===== src/rtl/irq_pkg.sv =====
// Shared constants and cause helper for the daisy-chain interrupt controller.
package irq_pkg;

    localparam logic [31:0] IRQ_CAUSE_FLAG    = 32'h8000_0000;
    localparam logic [31:0] EXC_ILLEGAL_CAUSE = 32'd2;
    localparam int          IRQ_MAX_LINES     = 31;
    localparam int          IRQ_IDX_W         = 5;

    typedef logic [31:0]          cause_t;
    typedef logic [IRQ_IDX_W-1:0] irq_idx_t;

    function automatic cause_t irq_cause(input cause_t base, input irq_idx_t idx);
        return IRQ_CAUSE_FLAG | (base + cause_t'(idx));
    endfunction

endpackage


===== src/rtl/irq_priority_chain.sv =====
// Combinational fixed-priority daisy chain; line 0 wins, ready ripples upward.
module irq_priority_chain
    import irq_pkg::*;
#(
    parameter int N = 16
) (
    input  logic [N-1:0] eligible,
    output logic [N-1:0] grant,
    output irq_idx_t     idx,
    output logic         idle
);

    logic [N:0] ready;

    assign ready[0] = 1'b1;

    generate
        for (genvar k = 0; k < N; k++) begin : g_cell
            assign grant[k]   = eligible[k] & ready[k];
            assign ready[k+1] = ready[k] & ~eligible[k];
        end
    endgenerate

    // Ready surviving the whole chain means nothing is eligible.
    assign idle = ready[N];

    always_comb begin
        idx = '0;
        for (int k = 0; k < N; k++) begin
            if (grant[k]) idx = idx | irq_idx_t'(k);
        end
    end

endmodule


===== src/rtl/irq_daisy_ctrl.sv =====
// Parametrised daisy-chain interrupt controller with edge/level lines.
module irq_daisy_ctrl
    import irq_pkg::*;
#(
    parameter int               N_IRQ      = 16,
    parameter logic [N_IRQ-1:0] EDGE_MASK  = '0,
    parameter logic [31:0]      CAUSE_BASE = 32'd16
) (
    input  logic             clk_i,
    input  logic             rst_i,
    input  logic             exception_i,
    input  logic [N_IRQ-1:0] irq_req_i,
    input  logic [N_IRQ-1:0] mie_i,
    input  logic             mret_i,
    output logic             irq_o,
    output logic [31:0]      irq_cause_o,
    output logic [N_IRQ-1:0] irq_ret_o
);

    logic [N_IRQ-1:0] req_q;
    logic [N_IRQ-1:0] edge_pend;
    logic [N_IRQ-1:0] served;
    logic [N_IRQ-1:0] pending;
    logic [N_IRQ-1:0] eligible;
    logic [N_IRQ-1:0] grant;
    logic [N_IRQ-1:0] edge_set;
    logic [N_IRQ-1:0] take_mask;
    logic             busy;
    logic             idle;
    logic             ret_ok;
    irq_idx_t         idx;

    initial begin
        if (N_IRQ < 1 || N_IRQ > IRQ_MAX_LINES) $fatal(1, "N_IRQ out of range");
    end

    assign edge_set = irq_req_i & ~req_q & EDGE_MASK;
    assign pending  = (edge_pend & EDGE_MASK) | (irq_req_i & ~EDGE_MASK);
    assign eligible = pending & mie_i;

    irq_priority_chain #(
        .N (N_IRQ)
    ) u_chain (
        .eligible (eligible),
        .grant    (grant),
        .idx      (idx),
        .idle     (idle)
    );

    // Outputs are forced low while reset is held, not just after it.
    assign irq_o       = ~rst_i & ~busy & ~exception_i & ~idle;
    assign irq_cause_o = irq_o ? irq_cause(CAUSE_BASE, idx) : 32'h0;
    assign take_mask   = irq_o ? grant : '0;
    assign ret_ok      = mret_i & busy & ~exception_i;

    always_ff @(posedge clk_i or posedge rst_i) begin
        if (rst_i) begin
            req_q     <= '0;
            edge_pend <= '0;
            served    <= '0;
            busy      <= 1'b0;
            irq_ret_o <= '0;
        end else begin
            req_q     <= irq_req_i;
            // A fresh edge on the line being taken must not be lost.
            edge_pend <= ((edge_pend & ~take_mask) | edge_set) & EDGE_MASK;
            irq_ret_o <= ret_ok ? served : '0;
            if (irq_o) begin
                busy   <= 1'b1;
                served <= grant;
            end else if (ret_ok) begin
                busy   <= 1'b0;
            end
        end
    end

endmodule


===== config.mk =====
export PLATFORM = sky130hd
export DESIGN_NAME = irq_daisy_ctrl
export DESIGN_NICKNAME = d
export VERILOG_FILES = /design/src/rtl/irq_pkg.sv /design/src/rtl/irq_priority_chain.sv /design/src/rtl/irq_daisy_ctrl.sv
export SDC_FILE = /design/constraint.sdc
export NUM_CORES = 1
export LEC_CHECK = 0
export CELL_PAD_IN_SITES_DETAIL_PLACEMENT = 0
export CELL_PAD_IN_SITES_GLOBAL_PLACEMENT = 1
export CORE_MARGIN = 2
export CORE_UTILIZATION = 28
export CTS_CLUSTER_SIZE = 24
export DETAILED_ROUTE_END_ITERATION = 10
export PLACE_DENSITY = 0.79
export RECOVER_POWER = 25
export SYNTH_ARGS = -nofsm -noshare
export SYNTH_HDL_FRONTEND = slang
export SYNTH_HIERARCHICAL = 1
export SYNTH_SLANG_ARGS = --single-unit

===== constraint.sdc =====
create_clock -name clk_i -period 2.6 [get_ports clk_i]
set_input_delay 0.52 -clock clk_i [delete_from_list [all_inputs] [get_ports clk_i]]
set_output_delay 0.52 -clock clk_i [all_outputs]
set_load 0.05 [all_outputs]

==> flow_summary.ini, run 1 <==
[detailed_routing]
drcViolationCount = 3
first_iter_violations = 55
routed_via_density = 4.23
routed_wl_mm = 3.97
wire_per_inst_um = 11.6
detail-route-antenna-nets = 0
firstDrtPassIters = 9
vias = 1451

[clock_network]
clock_latency_ns = 0.29
cts_tree = built
cts-htree-levels = 2
cts-buffers-inserted = 5
clock_sinks = 33
clk_pin_slew_worst_paths_ns = 0.06
clockRootBuffer = clkbuf_8
clk_path_buf_depth = 2
postCtsHoldBufs = 0

[global_routing]
grt_overflow = 0
grt_max_degree = 24
grt_pass1_wl_mm = 6.57
grt_use_total = 0.115
grt_pass1_vias = 1407
antenna_found_initial = 0

[yosys]
synthArstFlopShare = 1.00
ys_warn_count = 6
synth_edf_count = 0
synth_flop_cell = dfrtp_1
ys_ff_latch = 33
synth_cells = 175
synth_cell_type_count = 35
yosysSeqAreaShare = 0.441
syn_area_per_cell_sq_um = 10.7
synth_area_sq_mm = 0.00187

[power]
internal-power_uw = 892
clkPwrFrac = 0.281
p_sw_uw = 418
combPwrFrac = 0.297
swShare = 0.319
leakagePower_uw = 0.00145
finalPower_uw = 1310
power.density_mw_per_mm2 = 445
vdd_drop_max_uv = 162
power_frac_seq = 0.422

[setup_path]
worstReg2RegEnd = served[1]
r2r_start = busy
critPathLaunch = mie_i[9]
cp_max_fo = 3
end_kind = output pin
critical_path_depth = 8
cp_cell_sequence = dlygate4sd2_1 -> and2_4 -> buf_4 -> nor2_1 -> o31ai_1 -> a31oi_1 -> and2_4 -> buf_12
cpPeakStageDelay_ns = 0.26
cp_num_buf_inv = 3
crit_type = input pin to output pin
path_delay_family = simple AND/OR/NAND/NOR gates
critical_path.most_common_cell = and2_4
critPathSlowestCell = a31oi_1
worstSetupEndpoint = irq_cause_o[1]
worstPathRequired_ns = 2.08
rrSetupSlack_ns = 0.74
r2r_cells = 4
arrival_ns = 2.02
start_kind = input pin

[finish]
area_delta_synth_final_pct = 56.9
seqCellArea_sq_um = 826
fillers = 603
post-route-util = 0.458
post_route_cells_drive_above_1_share = 0.383
fin_area_sq_mm = 0.00294
layout.cells.non_filler = 343
multi_input_area_sq_mm = 0.00102
nets = 301
n_antenna_cell = 0

[timing]
hold_viol = 0
slew_headroom = 0.223
fmax_ghz = 0.393
setup_viol = 0
period_minus_slack_ns = 2.54
drv_slew = 0
rsz0062_at_grt = yes
min_period_over_period = 0.978
fin_ws_ns = 0.0580
worst_pin_slew_ns = 1.17
skew_ns = 0.00511

[placed_design]
dp.cells = 328
post-place-ws_ns = -0.327
place_congestion = 0.723
dpl_cell_area_sq_mm = 0.00272
port_buffers = 58
dpl.hpwl_mm = 3.11

[floorplanning]
die_x_um = 85.8
row_count = 29
die_area_sq_mm = 0.00736
die_h_um = 85.8
start_util = 0.292
coreArea_sq_mm = 0.00642
io_pins = 85

[outcome]
violations = DRC
status = finished with violations

[run]
max-cap-violations = 0

[worst_hold_path]
holdCritPathClass = register to register
## cell usage after synthesis (all sizes together) (2+ instances only)
cell type	count	area (sq um)
conb	2	7.51
inv	5	18.8
buf	30	233
nor2b	2	12.5
dfrtp	33	826
mux2	16	180
and3b	2	18.8
and2	40	250
nor4	4	61.3
a21oi	3	15.0
and3	4	30.0
nor2	9	33.8
nand2b	2	12.5
nand2	3	18.8
nor3	4	20.0
o31ai	2	15.0
a31oi	2	12.5
nor3b	2	20.0
## flip-flops by register name, summed over array words and instances (netlist names)
register,count
irq_ret_o,16
served,16
busy,1
## stage by stage
stage / hold slack (ns) / setup TNS, ns
global route: 0.493 / -0.0265
global placement: 0.464 / -5.37
floorplan: 0.449 / 0
finish: 0.476 / 0
detailed placement: 0.466 / -6.81
CTS: 0.481 / -0.00666
## power by group through the flow
stage	clock network, uW	registers, uW	logic [uW]
after CTS	381	553	382
final	368	553	388
after detailed placement	0	563	371
after floorplan	0	568	256
after global routing	405	556	413
after global placement	0	562	368
## worst min-delay path by stage
stage / cells past startpoint / slack (ns) / start / end
final: 1 / 0.48 / served[11] / irq_ret_o[11]
after global routing: 1 / 0.49 / served[14] / irq_ret_o[14]
after CTS: 1 / 0.48 / served[5] / irq_ret_o[5]
after detailed placement: 1 / 0.47 / served[5] / irq_ret_o[5]
after global placement: 1 / 0.46 / served[13] / irq_ret_o[13]
after floorplan: 1 / 0.45 / served[0] / irq_ret_o[0]
## timing repair
item                       CTS  global route
resized for setup           55            19
gates cloned                 0             0
setup endpoints to repair    7             7
pin swaps                   29            10
setup buffers                7             2
## cell type report
type	instances	area share
Inverter	5	0.00638
Clock buffer	5	0.0234
Clock inverter	3	0.00595
Sequential cell	33	0.281
Tap cell	77	0.0328
Multi-Input combinational cell	130	0.346
Timing Repair Buffer	90	0.305
## layout by cell type (no fill, tap or decap), types with 3 or more instances in the layout
cell / instances
dlymetal6s2s_1: 4
a21oi_1: 3
and3_1: 3
conb_1: 26
buf_4: 29
buf_12: 8
nor2_4: 4
dlygate4sd2_1: 14
mux2_2: 16
nor2_1: 5
and2_1: 19
nor4_4: 3
clkdlybuf4s50_1: 19
clkdlybuf4s15_1: 14
inv_1: 5
dfrtp_1: 33
clkbuf_8: 5
and2_4: 21
## metal layers
metal / global-route usage / share of wire
met4: 0.0649 / 0.019
met2: 0.185 / 0.48
met3: 0.0298 / 0.067
met5: 0 / 0
met1: 0.139 / 0.43
## logic make-up after synthesis
logic type,synth area share
AND/OR/NAND/NOR,0.275
buffers and inverters,0.136
flip-flops,0.441
multiplexers,0.0961
AO/OA/AOI/OAI,0.0481
other,0.00401
No activity file was read; power rests on OpenSTA's default activity.
==> run 2: changes to the inputs <==
--- a/config.mk
+++ b/config.mk
@@ -9,7 +9,7 @@
 export CELL_PAD_IN_SITES_GLOBAL_PLACEMENT = 1
 export CORE_MARGIN = 2
 export CORE_UTILIZATION = 28
-export CTS_CLUSTER_SIZE = 24
+export CTS_CLUSTER_SIZE = 40
 export DETAILED_ROUTE_END_ITERATION = 10
 export PLACE_DENSITY = 0.79
 export RECOVER_POWER = 25
==> results of run 2 <==
Final layout, timing and power as in run 1 (identical DEF).
